$ cat src/rtl/sm4_pkg.sv
// Shared definitions for the SM4 block-mode sequencer: FSM encoding and widths.
// Latency: n/a (declarations only).
// Backpressure: n/a.
package sm4_pkg;

    localparam int unsigned BLK_W = 128;
    localparam int unsigned TMO_W = 16;

    typedef enum logic [1:0] {
        IDLE = 2'd0,
        SEND = 2'd1,
        WAIT = 2'd2
    } state_e;

endpackage

$ cat src/rtl/sm4_mode_ctrl.sv
// SM4 block-mode sequencer: issues host blocks to sm4_core, applies CBC chaining
// (macro SM4_CBC_MODE_EN; ECB when undefined). Latency: accept T, core issue T+1, result T+2+L.
// Backpressure: o_ready low while a block is in flight or the key is not ready; i_din_en is dropped then.
module sm4_mode_ctrl
    import sm4_pkg::*;
#(
    parameter int unsigned TMO_CYCLES = 64
) (
    input  logic             i_clk,
    input  logic             i_rst,
    input  logic             i_flag,
    input  logic [BLK_W-1:0] i_iv,
    input  logic             i_iv_en,
    input  logic [BLK_W-1:0] i_din,
    input  logic             i_din_en,
    output logic             o_ready,
    output logic [BLK_W-1:0] o_dout,
    output logic             o_dout_en,
    output logic             o_err,
    output logic             o_core_flag,
    output logic [BLK_W-1:0] o_core_din,
    output logic             o_core_din_en,
    input  logic [BLK_W-1:0] i_core_dout,
    input  logic             i_core_dout_en,
    input  logic             i_core_key_ok
);

    // Last WAIT count before the response is declared lost.
    localparam logic [TMO_W-1:0] TMO_LAST = TMO_W'(TMO_CYCLES - 1);

    state_e           state_q, state_d;
    logic             flag_q, flag_d;
    logic [BLK_W-1:0] core_din_q, core_din_d;
    logic [BLK_W-1:0] dout_q, dout_d;
    logic             dout_en_q, dout_en_d;
    logic             err_q, err_d;
    logic [TMO_W-1:0] cnt_q, cnt_d;
    logic             accept;
    logic             rsp;
    logic             tmo;

`ifdef SM4_CBC_MODE_EN
    logic [BLK_W-1:0] chain_q, chain_d;
    logic [BLK_W-1:0] blk_q, blk_d;
    logic [BLK_W-1:0] chain_use;
`else
    // IV ports have no function in ECB builds.
    logic unused_iv;
    assign unused_iv = ^{i_iv, i_iv_en};
`endif

    assign o_ready = (state_q == IDLE) & i_core_key_ok;
    assign accept  = i_din_en & o_ready;
    // Responses outside WAIT are strays and never reach the datapath.
    assign rsp     = (state_q == WAIT) & i_core_dout_en;
    // A response on the final count beats the timeout.
    assign tmo     = (state_q == WAIT) & ~i_core_dout_en & (cnt_q == TMO_LAST);

    // Sequencer next state: one block in flight at a time.
    always_comb begin
        state_d = state_q;
        unique case (state_q)
            IDLE:    if (accept) state_d = SEND;
            SEND:    state_d = WAIT;
            WAIT:    if (rsp || tmo) state_d = IDLE;
            default: state_d = IDLE;
        endcase
    end

    // Response watchdog: cleared while issuing, counts every WAIT cycle.
    always_comb begin
        cnt_d = cnt_q;
        if (state_q == SEND) begin
            cnt_d = '0;
        end else if (state_q == WAIT) begin
            cnt_d = cnt_q + 1'b1;
        end
    end

    // Datapath: capture on accept, chain and present on response.
    always_comb begin
        flag_d     = flag_q;
        core_din_d = core_din_q;
        dout_d     = dout_q;
        dout_en_d  = 1'b0;
        err_d      = tmo;
`ifdef SM4_CBC_MODE_EN
        blk_d      = blk_q;
        chain_d    = chain_q;
        chain_use  = chain_q;
        // An IV loaded alongside an accept must already apply to that block.
        if ((state_q == IDLE) && i_iv_en) begin
            chain_use = i_iv;
            chain_d   = i_iv;
        end
`endif
        if (accept) begin
            flag_d = i_flag;
`ifdef SM4_CBC_MODE_EN
            blk_d      = i_din;
            core_din_d = i_flag ? (i_din ^ chain_use) : i_din;
`else
            core_din_d = i_din;
`endif
        end
        if (rsp) begin
            dout_en_d = 1'b1;
`ifdef SM4_CBC_MODE_EN
            if (flag_q) begin
                dout_d  = i_core_dout;
                chain_d = i_core_dout;
            end else begin
                dout_d  = i_core_dout ^ chain_q;
                chain_d = blk_q;
            end
`else
            dout_d = i_core_dout;
`endif
        end
    end

    // State and datapath registers; reset aborts any block in flight.
    always_ff @(posedge i_clk or negedge i_rst) begin
        if (!i_rst) begin
            state_q    <= IDLE;
            flag_q     <= 1'b0;
            core_din_q <= '0;
            dout_q     <= '0;
            dout_en_q  <= 1'b0;
            err_q      <= 1'b0;
            cnt_q      <= '0;
`ifdef SM4_CBC_MODE_EN
            chain_q    <= '0;
            blk_q      <= '0;
`endif
        end else begin
            state_q    <= state_d;
            flag_q     <= flag_d;
            core_din_q <= core_din_d;
            dout_q     <= dout_d;
            dout_en_q  <= dout_en_d;
            err_q      <= err_d;
            cnt_q      <= cnt_d;
`ifdef SM4_CBC_MODE_EN
            chain_q    <= chain_d;
            blk_q      <= blk_d;
`endif
        end
    end

    assign o_dout        = dout_q;
    assign o_dout_en     = dout_en_q;
    assign o_err         = err_q;
    assign o_core_flag   = flag_q;
    assign o_core_din    = core_din_q;
    assign o_core_din_en = (state_q == SEND);

endmodule
$ cat config.mk
export PLATFORM = sky130hd
export DESIGN_NAME = sm4_mode_ctrl
export DESIGN_NICKNAME = d
export VERILOG_FILES = /design/src/rtl/sm4_pkg.sv /design/src/rtl/sm4_mode_ctrl.sv
export SDC_FILE = /design/constraint.sdc
export NUM_CORES = 1
export LEC_CHECK = 0
export CAP_MARGIN = 20
export CORE_AREA = 10 10 243 245
export CTS_BUF_LIST = sky130_fd_sc_hd__clkbuf_8
export DETAILED_ROUTE_END_ITERATION = 16
export DIE_AREA = 0 0 253 255
export DONT_BUFFER_PORTS = 1
export SLEW_MARGIN = 10
export SYNTH_ARGS = -nofsm -noshare
export SYNTH_HDL_FRONTEND = slang
export SYNTH_SLANG_ARGS = --single-unit
$ cat constraint.sdc
create_clock -name i_clk -period 2.43 [get_ports i_clk]
set_input_delay 0.486 -clock i_clk [delete_from_list [all_inputs] [get_ports i_clk]]
set_output_delay 0.486 -clock i_clk [all_outputs]
set_load 0.005 [all_outputs]
==> results of run 1 <==
==> worst reg2reg max path: stages, from the launching register on <==
cell and delay (ps):
dfrtp_1 370, inv_1 90, ha_1 460, nand3_1 260, or3_1 410, or3_1 310
a21oi_1 160
==> flip-flops by register name (all words and copies together) (netlist names) <==
name         count
o_core_din     128
o_dout         128
cnt_q           16
state_q          2
o_core_flag      1
o_dout_en        1
o_err            1
==> power groups by stage <==
| stage | sequential (uW) | combinational [uW] | clock, uW |
|---|---|---|---|
| after floorplan | 8170 | 2670 | 0 |
| after global placement | 9370 | 2950 | 0 |
| after detailed placement | 9370 | 3120 | 0 |
| after CTS | 9330 | 3480 | 4540 |
| after global routing | 9600 | 3840 | 4760 |
| final | 9300 | 3470 | 4350 |
==> layer usage <==
metal,track usage [%],up-vias
li1,-,2901
met1,10.58,3384
met2,17.98,350
met3,5.807,57
met4,3.751,0
met5,0,-
==> area by class of cell <==
class / instances / area, sq um
Inverter: 8 / 30.03
Clock inverter: 22 / 125.1
Sequential cell: 277 / 6932
Antenna cell: 5 / 12.51
Multi-Input combinational cell: 340 / 3435
Clock buffer: 64 / 880.8
Tap cell: 704 / 880.8
Fill cell: 5445 / 39470
Timing Repair Buffer: 267 / 2683
==> cells in the mapped netlist, types with 4 or more instances <==
library cell	instances
nor3_1	4
dfrtp_1	277
mux2_1	67
o21ai_0	8
or3_1	4
buf_2	26
mux2_2	192
nor4_1	6
ha_1	5
inv_1	8
nor2_1	9
clkbuf_1	4
a21oi_1	4
nand2_1	10
xnor2_1	6
==> final timing paths <==
| check | from | end |
|---|---|---|
| min in group i_clk | i_core_dout[14] | o_dout[14] |
| worst max register to register | state_q[0] | cnt_q[13] |
| worst max-delay path | state_q[0] | cnt_q[13] |
| worst min-delay path | i_rst | o_dout[12] |
| worst min register to register | state_q[1] | state_q[1] |
| max in group asynchronous | i_rst | o_core_din[31] |
==> stage by stage <==
step                instances  hold WS (ps)  instance area [sq um]  worst slack [ps]  utilization [%]
floorplan                 655         190.4                  10530             645.9                -
global placement         1340         205.0                  11400             329.6            20.93
detailed placement       1340         207.0                  11400             317.6            20.93
CTS                      1682        -487.5                  14970             265.7            27.49
global route             1685        -464.1                  14970             86.21            27.50
finish                   1687        -385.9                  14980             287.9            27.51
==> logic make-up (layout without fill, tap and decap cells) <==
group	Yosys count	in the layout
AO/OA/AOI/OAI	19	19
XOR/XNOR	6	6
adder cells (fa/ha/maj)	5	5
buffers and inverters	38	361
flip-flops	277	277
multiplexers	260	260
other	0	5
AND/OR/NAND/NOR	50	50
==> out/metrics.yaml, run 1 <==
cp_top_family: "simple AND/OR/NAND/NOR gates"
cts_hold_buf: 256
postCtsSetupBuffers: 0
clk-insertion-delay-late_ps: 590
crit_top_cell: "or3_1"
muxShareOfSynthArea_pct: 27.79
ys_async_sr_fraction_pct: 100.0
firstDrtPassIters: 4
wl_met2_mm: 18.15
p_int_uw: 11550
die_x_microns: 253
synth_area_leader_cell: "dfrtp_1"
post_cts_resized: 0
synth_ff_type: "dfrtp_1"
syn-num-nets: 1051
yosys.area_share.simple_pct: 2.531
final_cell_mix: "dfrtp_1 (277), dlygate4sd3_1 (256), mux2_2 (192)"
setup_tns_ps: 0
nNetsFinal: 1339
worst_pin_slew_ps: 608.0
post-route-period-util_pct: 88.15
clkTransAtPathRegs_ps: 60
synth_compound_area_share_pct: 1.105
finalHoldViolations: 277
drive_above_1_share_pct: 28.43
fp.dieArea_sq_um: 64520
crit_path_top_delay_cell: "ha_1"
drt_iter0_drc: 271
wl_met1_mm: 12.08
status: "finished, violations left"
final_antenna_net_count: 0
drc: 0
synthAdderAreaFrac_pct: 0.5940
cts_root_buf: "clkbuf_8"
path_cells: "inv_1 -> ha_1 -> nand3_1 -> or3_1 -> or3_1 -> a21oi_1"
synth_top_area_share_pct: 65.82
num_io_pins: 652
slew_headroom_pct: 59.46
die_h_microns: 255
numCtsBuffers: 49
netSwitchingPower_uw: 5565
fin_skew_ps: 21.66
ys_types: 32
synth_cells: 655
slew_viol_final: 0
leakagePower_uw: 0.006268
core_area_sq_um: 54450
drt-total-wl_mm: 35.95
syn_avg_cell_area_sq_um: 16.08
htreeDepth: 2
met3_wirelength_mm: 4.872
worstPathArrival_ps: 2650
antenna_found_initial: 4
wl_per_cell_microns: 21.31
overflow: 0
setup_viol: 0
max_freq_mhz: 466.8
start_kind: "flop"
ff2ff_setup_slack_ps: 290
synth_area_sq_um: 10530
seqPwrFrac_pct: 54.3
crit_path_max_fanout: 11
hpwlAfterDp_mm: 25.56
path_depth: 6
whs_ps: -385.9
slowest_delay_ps: 460
grt_max_degree: 278
cts_max_path_buffers: 3
synthTopCellsByArea: "dfrtp_1 (66%), mux2_2 (21%), mux2_1 (7.2%)"
ir_worst_vdd_mv: 0.4947
port-buffer-count: 0
critPathCaptureType: "flop"
final_common_cell: "dfrtp_1"
synth_top_family_by_area: "multiplexers"
cap_violations: 0
syn_to_final_growth_pct: 42.22
criticalPathCategory: "flop to flop"
vias: 6692
rows: 86
reg2reg_depth: 6
power_frac_comb_pct: 20.3
grt_pass1_vias: 7670
cts_tree: "built"
gp_congestion: 0.7852
switching_share_pct: 32.51
rsz0062_at_grt: "false"
track_usage_pct: 10.48
yosysSeqAreaShare_pct: 65.82
clock-sinks: 277
min_period_ps: 2142
top_layer: "met4"
ys_warn_count: 0
grt_pass1_wl_mm: 51.65
via_per_inst: 3.967
critPathBufInv: 1
synth-xor-area-share_pct: 0.4990
synth_edf_count: 0
violations: "negative hold slack"
power_per_cell_area_nw_per_um2: 1143
yosys_register_bits: 277
holdCritPathClass: "input port to async pin"
start_util_pct: 19.34
p_total_uw: 17120
p_clk_share_pct: 25.4
cp_data_required_time_ps: 2930
Power figures use the tool's default switching activity.
==> run 2: changes to the inputs <==
Settings changed: ABC_CLOCK_PERIOD_IN_PS set to 2110.
Clock period 2.43 ns to 2.11 ns, I/O delays scaled along.
==> run 2 against run 1 <==
Compared with the run above:
- the flow still finishes with violations (negative hold slack)
- clock power grew 14%
- die area is the same
- count of clock-buffer cells in the layout shrank 3
- largest cell class unchanged
==> out/metrics.yaml, run 2 (same netlist as run 1, synthesis figures left out) <==
overflow: 0  # unchanged
leakagePower_uw: 0.006305  # was 0.006268 uW
reg2reg_depth: 6  # unchanged
cp_top_family: "simple AND/OR/NAND/NOR gates"  # unchanged
drc: 0  # unchanged
fp.dieArea_sq_um: 64520  # unchanged
worstPathArrival_ps: 2400  # was 2650 ps
clk-insertion-delay-late_ps: 580  # was 590 ps
critPathCaptureType: "flop"  # unchanged
start_util_pct: 19.34  # unchanged
numCtsBuffers: 47  # was 49
drt-total-wl_mm: 35.89  # was 35.95 mm
drt_iter0_drc: 327  # was 271
syn_to_final_growth_pct: 42.69  # was 42.22%
gp_congestion: 0.7994  # was 0.7852
slowest_delay_ps: 380  # was 460 ps
slew_headroom_pct: 53.02  # was 59.46%
rows: 86  # unchanged
r2r-end: "o_core_din[57]"  # was cnt_q[13]
timing.rr.start: "state_q[0]"  # unchanged
power_frac_comb_pct: 20.5  # was 20.3%
cap_violations: 0  # unchanged
cts_max_path_buffers: 3  # unchanged
port-buffer-count: 0  # unchanged
die_h_microns: 255  # unchanged
grt_pass1_vias: 7457  # was 7,670
cts_tree: "built"  # unchanged
hpwlAfterDp_mm: 25.55  # was 25.56 mm
crit_path_top_delay_cell: "mux2_1"  # was ha_1
path_cells: "inv_1 -> ha_1 -> and2_2 -> nand2_8 -> buf_12 -> mux2_1"  # was inv_1 -> ha_1 -> nand3_1 -> or3_1 -> or3_1 -> a21oi_1
crit_path_max_fanout: 36  # was 11
critPathBufInv: 2  # was 1
nNetsFinal: 1342  # was 1,339
grt_max_degree: 278  # unchanged
cts_hold_buf: 258  # was 256
seqPwrFrac_pct: 54.4  # was 54.3%
finalHoldViolations: 277  # unchanged
setup_tns_ps: 0  # unchanged
die_x_microns: 253  # unchanged
post-route-period-util_pct: 92.15  # was 88.15%
clock-sinks: 277  # unchanged
p_clk_share_pct: 25.1  # was 25.4%
slew_viol_final: 0  # unchanged
final_common_cell: "dfrtp_1"  # unchanged
criticalPathCategory: "flop to flop"  # unchanged
final_antenna_net_count: 0  # unchanged
power_per_cell_area_nw_per_um2: 1317  # was 1143 nW/um^2
max_freq_mhz: 514.3  # was 466.8 MHz
track_usage_pct: 10.37  # was 10.48%
cts_root_buf: "clkbuf_8"  # unchanged
core_area_sq_um: 54450  # unchanged
drive_above_1_share_pct: 28.34  # was 28.43%
num_io_pins: 652  # unchanged
htreeDepth: 2  # unchanged
rsz0062_at_grt: "false"  # unchanged
setup_viol: 0  # unchanged
ir_worst_vdd_mv: 0.6080  # was 0.4947 mV
firstDrtPassIters: 4  # unchanged
holdCritPathClass: "input port to async pin"  # unchanged
ff2ff_setup_slack_ps: 170  # was 290 ps
netSwitchingPower_uw: 6450  # was 5565 uW
cp_data_required_time_ps: 2560  # was 2930 ps
worst_pin_slew_ps: 704.7  # was 608.0 ps
final_cell_mix: "dfrtp_1 (277), dlygate4sd3_1 (258), mux2_2 (192)"  # was dfrtp_1 (277), dlygate4sd3_1 (256), mux2_2 (192)
switching_share_pct: 32.59  # was 32.51%
start_kind: "flop"  # unchanged
grt_pass1_wl_mm: 50.94  # was 51.65 mm
antenna_found_initial: 5  # was 4
dp_cells: 1343  # was 1,340
wl_per_cell_microns: 21.20  # was 21.31 microns
violations: "negative hold slack"  # unchanged
whs_ps: -453.3  # was -385.9 ps
fill_cells: 5398  # was 5,445
via_per_inst: 3.983  # was 3.967
vias: 6744  # was 6,692
fin_skew_ps: 13.01  # was 21.66 ps
clkTransAtPathRegs_ps: 60  # about the same
final_cells: 1693  # was 1,687
status: "finished, violations left"  # unchanged
min_period_ps: 1944  # was 2142 ps
p_int_uw: 13340  # was 11,550 uW
run 2: cell types whose count changed in the layout (fill, tap and decap cells not counted), sizes merged:
cell / delta
buf: +3
bufinv: +1
clkinv: +2
inv: +2
dlygate4sd3: +2
diode: +3
clkinvlp: -4
clkbuf: -3
run 2: worst max path at each step:
stage	cells past startpoint	end	slack (ps)	from
6_report	6	o_core_din[57]	170	state_q[0]
3_3_place_gp	6	o_core_din[43]	120	state_q[0]
5_1_grt	3	o_ready	50	state_q[1]
2_1_floorplan	7	o_core_din[31]	330	state_q[0]
3_5_place_dp	6	o_core_din[43]	80	state_q[0]
4_1_cts	6	o_core_din[43]	50	state_q[0]
run 2: layout make-up:
type	count	area (sq um)	area share, %
sequential	277	6932	46.13
multi-input combinational	340	3445	22.92
timing repair buffer	272	2738	18.22
tap	704	880.8	5.862
clock buffer	61	839.6	5.587
clock inverter	23	142.6	0.9492
inverter	8	30.03	0.1998
antenna	8	20.02	0.1332
run 2: per-layer routing:
metal	up-vias	global-route usage, %	routed length [microns]	share of wire, %
li1	2908	-	-	-
met1	3433	10.79	12250	34
met2	345	17.34	17920	50
met3	58	5.736	4862	14
met4	0	3.854	854	2.4
met5	-	0	0	0
run 2: worst register-to-register path, delay by kind of cell (launching register included):
kind	cells	cell delay [ps]
buffers and inverters	2	340
adder cells (fa/ha/maj)	1	220
flip-flops	1	370
AND/OR/NAND/NOR	2	450
multiplexers	1	430
run 2: what timing repair did:
action                                  in CTS  in global routing
gates resized for setup                      0                  2
setup buffers                                0                  0
endpoints found under the hold margin      535                277
endpoints found under the setup margin       0                 31
run 2: stage by stage:
| step | hold WS (ps) | utilization, % | area (sq um) | total power (uW) | setup WS [ps] |
|---|---|---|---|---|---|
| finish | -453.3 | 27.60 | 15030 | 19790 | 165.6 |
| global route | -520.8 | 27.58 | 15020 | 20960 | 52.15 |
| CTS | -537.3 | 27.54 | 15000 | 20030 | 50.66 |
| detailed placement | 140.0 | 21.00 | 11430 | 14490 | 78.34 |
| global placement | 141.2 | 21.00 | 11430 | 14280 | 125.0 |
| floorplan | 126.4 | - | 10530 | 12490 | 325.9 |
run 2: power by group through the flow:
stage	registers (uW)	clock network, uW	logic [uW]
after global routing	11100	5410	4460
after global placement	10800	0	3430
after CTS	10800	5190	4040
final	10800	4980	4050
after detailed placement	10900	0	3630
after floorplan	9410	0	3080
==> run 3: changes to the inputs <==
Settings changed: CORE_AREA 10 10 243 245 to 10 10 247 249, DIE_AREA 0 0 253 255 to 0 0 257 259, SETUP_SLACK_MARGIN set to 0.02.
==> run 3 against run 2 <==
Compared with the run above:
- the flow still finishes with violations (negative hold slack)
- routed wire length shrank 3.9%
- clock skew grew 5.3 ps
- cell count grew 3.1%
- total power shrank 3.6%
- combinational power grew 2%
- non-clock buffer count grew 10
- register-to-register slack is essentially flat
- sequential power is essentially flat
- clock power shrank 13%
- critical path depth grew 1
- sequential share of layout area grew 0.096 points
==> out/metrics.yaml, run 3 (same netlist as run 1, synthesis figures left out) <==
status: "finished, violations left"  # unchanged
violations: "negative hold slack"  # unchanged
postCtsSetupBuffers: 0  # unchanged
clk-insertion-delay-late_ps: 590  # was 580 ps
die_h_microns: 259  # was 255 microns
cap_violations: 0  # unchanged
gp_congestion: 0.7332  # was 0.7994
cts_tree: "built"  # unchanged
slew_headroom_pct: 68.10  # was 53.02%
cts_max_path_buffers: 3  # unchanged
vias: 6699  # was 6,744
final_common_cell: "dfrtp_1"  # unchanged
numCtsBuffers: 47  # unchanged
min_period_ps: 1957  # was 1944 ps
clkTransAtPathRegs_ps: 60  # about the same
drc: 0  # unchanged
via_per_inst: 3.839  # was 3.983
start_util_pct: 18.82  # was 19.34%
worst_pin_slew_ps: 478.5  # was 704.7 ps
drt_iter0_drc: 373  # was 327
firstDrtPassIters: 4  # unchanged
criticalPathCategory: "flop to flop"  # unchanged
final_antenna_net_count: 0  # unchanged
antenna_found_initial: 1  # was 5
hpwlAfterDp_mm: 24.25  # was 25.55 mm
setup_tns_ps: 0  # unchanged
drt-total-wl_mm: 34.49  # was 35.89 mm
ir_worst_vdd_mv: 0.6259  # was 0.6080 mV
finalHoldViolations: 277  # unchanged
drive_above_1_share_pct: 28.74  # was 28.34%
num_io_pins: 652  # unchanged
fin_skew_ps: 18.34  # was 13.01 ps
core_area_sq_um: 55950  # was 54,450 sq um
holdCritPathClass: "input port to async pin"  # unchanged
overflow: 0  # unchanged
worstPathArrival_ps: 2410  # was 2400 ps
place_area_sq_um: 11570  # was 11,430 sq um
crit_path_max_fanout: 32  # was 36
nNetsFinal: 1352  # was 1,342
setup_viol: 0  # unchanged
rsz0062_at_grt: "false"  # unchanged
cts_root_buf: "clkbuf_8"  # unchanged
final_cell_mix: "dfrtp_1 (277), dlygate4sd3_1 (258), mux2_2 (192)"  # unchanged
critPathCaptureType: "flop"  # unchanged
fin_area_sq_um: 15000  # was 15,030 sq um
wl_per_cell_microns: 19.77  # was 21.20 microns
power_per_cell_area_nw_per_um2: 1273  # was 1317 nW/um^2
rows: 87  # was 86
grt_pass1_vias: 7773  # was 7,457
syn_to_final_growth_pct: 42.39  # was 42.69%
track_usage_pct: 9.820  # was 10.37%
die_x_microns: 257  # was 253 microns
leakagePower_uw: 0.006277  # was 0.006305 uW
start_kind: "flop"  # unchanged
post-route-period-util_pct: 92.73  # was 92.15%
grt_pass1_wl_mm: 51.16  # was 50.94 mm
port-buffer-count: 0  # unchanged
slew_viol_final: 0  # unchanged
grt_max_degree: 278  # unchanged
cts_hold_buf: 258  # unchanged
max_freq_mhz: 511.1  # was 514.3 MHz
fp.dieArea_sq_um: 66560  # was 64,520 sq um
cp_data_required_time_ps: 2570  # was 2560 ps
clock-sinks: 277  # unchanged
htreeDepth: 2  # unchanged
whs_ps: -469.6  # was -453.3 ps
-- run 3: worst max-delay path, stage by stage, from the launching register on --
cell     delay [ps]
dfrtp_1         370
inv_1            90
ha_2            190
and2_1          220
nand2_4         110
buf_12          220
buf_4           240
mux2_1          350
-- run 3: metrics by stage --
step           setup slack [ps]  util [%]  total power [uW]  instances  hold slack [ps]
6_report                  153.5     26.80             19080       1745           -469.6
5_1_grt                   27.09     26.80             20270       1745           -549.9
4_1_cts                   72.72     26.79             19340       1744           -549.8
3_5_place_dp              120.6     20.68             14410       1405            134.3
3_3_place_gp              167.9     20.68             14170       1405            135.2
2_1_floorplan             325.9         -             12490        655            126.4
-- run 3: worst paths after layout --
| check | from | to | slack [ps] | cells past startpoint |
|---|---|---|---|---|
| min in group i_clk | i_core_key_ok | state_q[1] | 180 | 3 |
| setup reg to reg | state_q[0] | o_core_din[92] | 150 | 7 |
| hold / removal | i_rst | o_core_din[104] | -470 | 0 |
| hold reg to reg | state_q[1] | state_q[1] | 530 | 1 |
| setup / recovery | state_q[0] | o_core_din[92] | 150 | 7 |
| max in group asynchronous | i_rst | o_dout[105] | 2150 | 0 |
-- run 3: area by class of cell --
cell class	instances	area, sq um
multi-input cells	340	3437
repair buffers	282	2813
clock buffers	50	688.2
diodes	1	2.502
well taps	756	945.9
clock inverters	31	147.6
fillers	5691	40960
inverters	8	30.03
flip-flops and latches	277	6932
-- run 3: routing by layer --
layer | routed length (microns) | global-route usage [%] | vias to the layer above
met4 | 867 | 3.714 | 0
met1 | 11840 | 9.887 | 3366
met2 | 17720 | 17.12 | 351
met3 | 4066 | 5.005 | 55
met5 | 0 | 0 | -
li1 | - | - | 2927
-- run 3: timing repair --
action                     in CTS  in global routing
setup endpoints to repair       0                  2
hold endpoints to repair      535                277
resized for setup               0                  1
-- run 3: where the power goes --
part,total (uW),internal [uW],switching [uW]
Clock,4350,2190,2160
Sequential,10600,7920,2690
Combinational,4120,2660,1460
Total,19100,12800,6320
